### src/rtl/cd_xfer_fifo.sv
// cd_xfer_fifo: parametrised CD <-> host data-transfer FIFO with hysteretic
// DREQ generation and a bounded A-bus wait state machine.
// Optional feature macro: CD_XFER_FIFO_STAT_EN (sticky OVF/UDF/TMO flags);
// when undefined the flags are tied to 0.
module cd_xfer_fifo #(
    parameter int unsigned DW       = 16,
    parameter int unsigned DEPTH    = 8,
    parameter int unsigned LWM      = 2,
    parameter int unsigned HWM      = DEPTH - 2,
    parameter int unsigned WAIT_MAX = 255
) (
    input  logic                     CLK,
    input  logic                     RST,
    input  logic                     FLUSH,
    input  logic                     EN,
    input  logic                     DIR,
    input  logic                     WR_STB,
    input  logic [DW-1:0]            WR_DATA,
    input  logic                     RD_STB,
    output logic [DW-1:0]            RD_DATA,
    input  logic                     ABUS_RD,
    input  logic                     WAIT_REL,
    output logic                     AWAIT_N,
    output logic                     DREQ,
    output logic [$clog2(DEPTH):0]   LEVEL,
    output logic                     EMPTY,
    output logic                     FULL,
    output logic                     OVF,
    output logic                     UDF,
    output logic                     TMO
);

    localparam int unsigned AW = $clog2(DEPTH);
    localparam int unsigned LW = AW + 1;
    localparam int unsigned CW = 16;

    typedef enum logic {ST_IDLE, ST_HOLD} state_t;

    logic [DW-1:0] mem_q [DEPTH];
    logic [DW-1:0] mem_d [DEPTH];
    logic [AW-1:0] wp_q, wp_d, rp_q, rp_d;
    logic [LW-1:0] level_q, level_d;
    logic          empty_q, empty_d, full_q, full_d;
    logic          dreq_q, dreq_d;
    logic          dir_q, dir_d;
    logic          abus_q;
    state_t        state_q, state_d;
    logic [CW-1:0] cnt_q, cnt_d;

    logic          dir_eff_c;
    logic          wr_acc_c;
    logic          pop_c;
    logic          hold_release_c;
    logic          timeout_c;

    // Direction follows DIR only while empty; otherwise the latched value holds
    assign dir_eff_c      = empty_q ? DIR : dir_q;
    assign wr_acc_c       = WR_STB & EN & (~full_q | RD_STB);
    assign pop_c          = RD_STB & ~empty_q;
    assign hold_release_c = ~empty_q | WAIT_REL | ~ABUS_RD | dir_eff_c;
    assign timeout_c      = (cnt_q == CW'(WAIT_MAX - 1));

    assign RD_DATA = mem_q[rp_q];
    assign LEVEL   = level_q;
    assign EMPTY   = empty_q;
    assign FULL    = full_q;
    assign DREQ    = dreq_q;
    assign AWAIT_N = (state_q != ST_HOLD);

    // Next-state: storage, pointers, level, DREQ hysteresis and wait FSM
    always_comb begin
        mem_d   = mem_q;
        wp_d    = wp_q;
        rp_d    = rp_q;
        level_d = level_q;
        dreq_d  = dreq_q;
        dir_d   = dir_eff_c;
        state_d = state_q;
        cnt_d   = cnt_q;

        if (FLUSH) begin
            wp_d    = '0;
            rp_d    = '0;
            level_d = '0;
            dreq_d  = 1'b0;
            state_d = ST_IDLE;
            cnt_d   = '0;
        end else begin
            if (wr_acc_c) begin
                mem_d[wp_q] = WR_DATA;
                wp_d        = wp_q + AW'(1);
            end
            if (pop_c) begin
                rp_d = rp_q + AW'(1);
            end
            if (wr_acc_c && !pop_c) begin
                level_d = level_q + LW'(1);
            end else if (!wr_acc_c && pop_c) begin
                level_d = level_q - LW'(1);
            end

            // DREQ: set/clear thresholds mirror around DEPTH when host produces
            if (!EN) begin
                dreq_d = 1'b0;
            end else if (!dir_eff_c) begin
                if (level_q <= LW'(LWM)) begin
                    dreq_d = 1'b1;
                end else if (level_q >= LW'(HWM)) begin
                    dreq_d = 1'b0;
                end
            end else begin
                if (level_q >= LW'(DEPTH - LWM)) begin
                    dreq_d = 1'b1;
                end else if (level_q <= LW'(DEPTH - HWM)) begin
                    dreq_d = 1'b0;
                end
            end

            case (state_q)
                ST_IDLE: begin
                    if (ABUS_RD && !abus_q && !dir_eff_c && empty_q) begin
                        state_d = ST_HOLD;
                        cnt_d   = '0;
                    end
                end
                ST_HOLD: begin
                    if (hold_release_c || timeout_c) begin
                        state_d = ST_IDLE;
                    end else begin
                        cnt_d = cnt_q + CW'(1);
                    end
                end
                default: state_d = ST_IDLE;
            endcase
        end

        empty_d = (level_d == '0);
        full_d  = (level_d == LW'(DEPTH));
    end

    // State registers; memory resets to zero so RD_DATA is defined after reset
    always_ff @(posedge CLK or posedge RST) begin
        if (RST) begin
            for (int i = 0; i < DEPTH; i++) begin
                mem_q[i] <= '0;
            end
            wp_q    <= '0;
            rp_q    <= '0;
            level_q <= '0;
            empty_q <= 1'b1;
            full_q  <= 1'b0;
            dreq_q  <= 1'b0;
            dir_q   <= 1'b0;
            abus_q  <= 1'b0;
            state_q <= ST_IDLE;
            cnt_q   <= '0;
        end else begin
            mem_q   <= mem_d;
            wp_q    <= wp_d;
            rp_q    <= rp_d;
            level_q <= level_d;
            empty_q <= empty_d;
            full_q  <= full_d;
            dreq_q  <= dreq_d;
            dir_q   <= dir_d;
            abus_q  <= ABUS_RD;
            state_q <= state_d;
            cnt_q   <= cnt_d;
        end
    end

`ifdef CD_XFER_FIFO_STAT_EN
    logic ovf_q, ovf_d, udf_q, udf_d, tmo_q, tmo_d;

    // Sticky error flags, cleared only by FLUSH or reset
    always_comb begin
        ovf_d = ovf_q;
        udf_d = udf_q;
        tmo_d = tmo_q;
        if (FLUSH) begin
            ovf_d = 1'b0;
            udf_d = 1'b0;
            tmo_d = 1'b0;
        end else begin
            if (WR_STB && EN && full_q && !RD_STB) begin
                ovf_d = 1'b1;
            end
            if (RD_STB && empty_q) begin
                udf_d = 1'b1;
            end
            if (state_q == ST_HOLD && !hold_release_c && timeout_c) begin
                tmo_d = 1'b1;
            end
        end
    end

    // Sticky flag registers
    always_ff @(posedge CLK or posedge RST) begin
        if (RST) begin
            ovf_q <= 1'b0;
            udf_q <= 1'b0;
            tmo_q <= 1'b0;
        end else begin
            ovf_q <= ovf_d;
            udf_q <= udf_d;
            tmo_q <= tmo_d;
        end
    end

    assign OVF = ovf_q;
    assign UDF = udf_q;
    assign TMO = tmo_q;
`else
    assign OVF = 1'b0;
    assign UDF = 1'b0;
    assign TMO = 1'b0;
`endif

endmodule

### config.mk
export PLATFORM = sky130hd
export DESIGN_NAME = cd_xfer_fifo
export DESIGN_NICKNAME = d
export VERILOG_FILES = /design/src/rtl/cd_xfer_fifo.sv
export SDC_FILE = /design/constraint.sdc
export NUM_CORES = 1
export LEC_CHECK = 0
export ABC_CLOCK_PERIOD_IN_PS = 13800
export CORE_AREA = 4 4 132 134
export DETAILED_ROUTE_END_ITERATION = 10
export DIE_AREA = 0 0 136 138
export DONT_BUFFER_PORTS = 1
export PLACE_DENSITY = 0.59
export SYNTH_ARGS = -nofsm -noshare
export SYNTH_HDL_FRONTEND = slang
export SYNTH_SLANG_ARGS = --single-unit
### constraint.sdc
create_clock -name CLK -period 13.8 [get_ports CLK]
set_clock_uncertainty 0.15 [all_clocks]
set_input_delay 2.76 -clock CLK [delete_from_list [all_inputs] [get_ports CLK]]
set_output_delay 2.76 -clock CLK [all_outputs]
set_load 0.01 [all_outputs]
* After elaboration in Yosys (flattened, before gate mapping) *
Cells that the tools add are included.

storage, ports and cells
  register bits after elaboration = 160
  input bits = 25
  output and inout bits = 27
  logic and storage cells = 92

cells by class
  add/subtract/negate cells = 5
  $lt $le $gt $ge = 5
  equality and inequality tests = 5
  multiplexer cells = 29
  bitwise logic cells = 14
  reduce and logical (&&, ||, !) cells = 16

operator list
  operator                                                                              number
  128-bit bitwise mux                                                                   1
  16-bit two-way mux                                                                    6
  16-bit binary-select mux with 3-bit select                                            1
  16-bit demux with 3-bit select                                                        1
  16-bit one-hot mux with 2 select lines                                                1
  16-bit by 1-bit adder with 16-bit output (second input constant)                      1
  16-bit by 8-bit equality test with 1-bit output (second input constant)               1
  3-bit two-way mux                                                                     4
  4-bit two-way mux                                                                     3
  1-bit two-way mux                                                                     11
  4-bit greater-or-equal comparator (second input constant)                             2
  3-bit inverter with 4-bit output                                                      2
  3-bit by 1-bit adder with 3-bit output (second input constant)                        2
  1-bit logical AND                                                                     6
  1-bit inverter                                                                        5
  4-bit by 1-bit adder with 4-bit output (second input constant)                        1
  4-bit equality test (second input constant)                                           1
  4-bit by 3-bit greater-or-equal comparator with 1-bit output (second input constant)  1
  4-bit by 2-bit <= comparator with 1-bit output (second input constant)                1
  1-bit zero test                                                                       4
  4-bit zero test                                                                       1
  4-bit by 1-bit less-than comparator with 1-bit output (second input constant)         1
  4-bit by 1-bit inequality test with 1-bit output (second input constant)              1
  1-bit bitwise OR                                                                      4
  8 further kinds                                                                       12

* Logic depth before layout (Yosys ltp) *
  depth after elaboration = 9
  mapped depth = 8
  depth with buffers taken out = 7

* Least setup slack after synthesis *
OpenSTA, ideal clock, no wires.

  kind = reg-to-output
  start = reg rp_q[0]
  end = out RD_DATA[0]
  arrival = 1,732 ps
  required time = 10,890 ps
  setup slack = 9,158 ps
  stages on the path, launching flop included = 5
  path buffers = 2
  path through = dfrtp_1 -> clkbuf_1 -> buf_2 -> mux4_2 -> mux2_2

on the way
  word-level cells in the longest chain between the ends = 4

RTL lines
  item                                                    RTL line  text
  from (decl)                                             41        logic [AW-1:0] wp_q, wp_d, rp_q, rp_d;
  from (signal assigned)                                  160       rp_q <= rp_d;
  3-bit inverter with 4-bit output (implied by the code)  63        assign RD_DATA = mem_q[rp_q];
  16-bit binary-select mux with 3-bit select              63
  16-bit two-way mux (implied by the code) (2 in a row)   63
  to (decl)                                               20        output logic [DW-1:0] RD_DATA,

No other way between the ends. The select of a mux whose other input is x is not followed.

* Final worst setup path *
  start = reg rp_q[0]
  end = out RD_DATA[9]

The elaborated chain is that of the path after synthesis.

==> impl_metrics.tcl <==
set metrics [dict create \
    ios 52 \
    antenna_found_initial 0 \
    cp-end-kind "primary output" \
    synthFlopType "dfrtp_1" \
    hp-class "register to register" \
    synth_top_area_cell "dfrtp_1" \
    power_density_nw_per_um2 144.9 \
    avgSynthCellArea_um2 14.23 \
    rsz0062_at_grt "false" \
    final.setup.tns_ns 0 \
    synth_common_cells "dfrtp_1, mux2_2, mux4_2" \
    r2r_cells 5 \
    routed-via-count 4364 \
    die_h_um 138 \
    worstPathRequired_ns 10.89 \
    final_nets 563 \
    fillers 1373 \
    initial_core_util 0.4681 \
    grt_use_met1 0.2372 \
    worst-setup-path-type "register to primary output" \
    status "complete, no violations" \
    r2r-end "mem_q[6]$_DFFE_PP0P_" \
    drt_iter0_drc 275 \
    htreeDepth 4 \
    drt-total-wl_um 15360 \
    muxShareOfSynthArea 0.3156 \
    synth.cell_area_um2 7625 \
    grt_pass1_wl_um 25570 \
    clockBufferDepth 2 \
    drc 0 \
    hold_buffers 0 \
    die_x_um 136 \
    reg2reg_slack_ns 11.14 \
    use_met3 0.03997 \
    ir_drop_mv 0.09173 \
    cts_buffers 17 \
    synth_top_area_share 0.5218 \
    drive_gt1_frac 0.4170 \
    synthAdderAreaFrac 0.01149 \
    synth_top_family_by_area "multiplexers" \
    whs_path_depth 1 \
    clock_sinks 160 \
    die_area_um2 18770 \
    postRouteAntennaNets 0 \
    synth-async-reset-ratio 1.000 \
    maxSlewHeadroom 0.2958 \
    leakage_uw 0.003762 \
    top_usage_layer "met2" \
    hpwlAfterDp_um 9357 \
    viasPerCell 5.727 \
    synth_most_common_cell "dfrtp_1" \
    yosys.area_share.simple 0.07335 \
    ys_ff_latch 160 \
    synthTopCellsByArea "dfrtp_1, mux2_2, mux4_2" \
    routedWlPerCell_um 20.16 \
    synth_edf_count 0 \
    critPathMaxFanout 34 \
    ys_warn_count 0 \
    root_buffer "clkbuf_16" \
    slew_violations 0 \
    insertedDiodeCount 0 \
    synthXorXnorAreaFrac 0.005743 \
    synth_cells 536 \
    ctsResizeCount 0 \
    holdPathEnd "mem_q[91]$_DFFE_PP0P_" \
    setup_viol 0 \
    grt.total_usage 0.1752 \
    drtPass1Iterations 4 \
    port-buffer-count 0 \
    coreArea_um2 16290 \
    fmax_mhz 194.2 \
    clk_pin_slew_ns 0.06 \
    hold-worst-slack_ns 0.3499 \
    rows 47 \
    finalHoldViolations 0 \
    synth_compound_area_frac 0.04480 \
    arrival_ns 2.24 \
    synth_seq_area_share 0.5253 \
    r2r_start "FULL$_DFF_PP0_" \
    tightest_slew_ns 1.056 \
    fin_crit_ns 5.148 \
    clk_latency_ns 0.42 \
    cts_setup_buffers 0 \
    grt_overflow 0 \
    grtUsageMet2 0.2811 \
    grt_max_degree 98 \
    areaGrowthSynthToFinish_pct 9.632 \
    place.gp.congestion 0.7886 \
    period_share 0.3731 \
    start_kind "register" \
    grt_pass1_vias 4575 \
    cts_tree "built" \
    worstHoldStart "mem_q[91]$_DFFE_PP0P_" \
    ys_types 57 \
    cap_violations 0 \
]
## cell families (layout without fill, tap and decap cells)
| family | count (synthesis) | after routing |
|---|---|---|
| xor gates and xnor gates | 5 | 5 |
| muxes | 182 | 182 |
| AOI/OAI and AO/OA | 51 | 51 |
| other | 1 | 3 |
| adders and majority gates | 7 | 7 |
| and+or+nand+nor | 96 | 96 |
| DFF | 160 | 160 |
| buffers and inverters | 34 | 38 |
## cells in the final DEF (no fill, tap or decap), types with 3 or more instances in the layout
cell type,synthesis,layout
nor3_1,5,5
nor2b_1,5,5
conb_1,1,3
inv_1,5,4
mux2i_1,3,3
nor2_1,20,20
nand2_1,21,21
dfrtp_1,159,158
ha_1,7,7
mux2_2,147,147
or3_1,3,3
o21ai_0,10,10
a21oi_1,11,11
buf_4,7,3
nand3_1,8,8
nand2b_1,4,4
clkbuf_16,0,17
a31oi_1,6,6
clkbuf_8,0,5
xnor2_1,3,3
nand2_2,3,3
clkinv_2,0,4
nand4_1,4,4
o21a_1,6,6
a311oi_1,5,5
and3_1,3,3
mux4_2,32,32
## layer usage
| metal | part of all wire | up-vias | wire, um |
|---|---|---|---|
| met5 | 0 | - | 0 |
| met4 | 0.014 | 0 | 221 |
| li1 | - | 1989 | - |
| met1 | 0.44 | 2267 | 6796 |
| met3 | 0.042 | 18 | 640 |
| met2 | 0.50 | 90 | 7705 |
## power by group
part / switching (uW) / internal [uW] / leakage [uW] / total [uW]
Sequential: 32.3 / 518 / 0.00216 / 551
Combinational: 92.1 / 107 / 0.00131 / 199
Clock: 174 / 287 / 0.000292 / 462
Total: 299 / 912 / 0.00376 / 1210
## per-stage QoR
stage	power [uW]	setup WS [ns]	std cells	util	cell area (um2)
5_1_grt	1268	8.524	762	0.5132	8359
6_report	1211	8.652	762	0.5132	8359
3_5_place_dp	762.2	8.757	732	0.4775	7777
2_1_floorplan	721.6	6.572	538	-	7632
4_1_cts	1227	8.578	762	0.5132	8359
3_3_place_gp	753.9	8.865	732	0.4775	7777
## state kept, by name, indices dropped and copies added (netlist names)
name / count
DREQ: 1
EMPTY: 1
FULL: 1
LEVEL: 4
abus_q: 1
cnt_q: 16
dir_q: 1
mem_q: 128
rp_q: 3
state_q: 1
wp_q: 3
## cell type report
| class | count | area (um2) | share of cell area |
|---|---|---|---|
| clock buffer | 24 | 501.7 | 0.06002 |
| multi-input combinational | 344 | 3450 | 0.4127 |
| timing repair buffer | 3 | 22.52 | 0.002694 |
| inverter | 5 | 23.77 | 0.002844 |
| tap | 220 | 275.3 | 0.03293 |
| sequential | 160 | 4006 | 0.4793 |
| clock inverter | 6 | 80.08 | 0.009579 |
## worst max-delay path, cell delays in order (launching register included)
cell     delay, ns
dfrtp_2       0.33
buf_4         0.56
mux4_2        0.60
mux2_2        0.32
## worst max path at each step
| stage | start | endpoint | slack (ns) | depth (start not counted) |
|---|---|---|---|---|
| after CTS | rp_q[0]$_DFFE_PP0P_ | RD_DATA[10] | 8.58 | 3 |
| after detailed placement | WR_STB | mem_q[6]$_DFFE_PP0P_ | 8.76 | 5 |
| final | rp_q[0]$_DFFE_PP0P_ | RD_DATA[9] | 8.65 | 3 |
| after global routing | rp_q[0]$_DFFE_PP0P_ | RD_DATA[13] | 8.52 | 3 |
| after floorplan | RST | DREQ$_DFFE_PP0P_ | 6.57 | 1 |
| after global placement | WR_STB | mem_q[7]$_DFFE_PP0P_ | 8.86 | 5 |
Power figures use the tool's default switching activity.
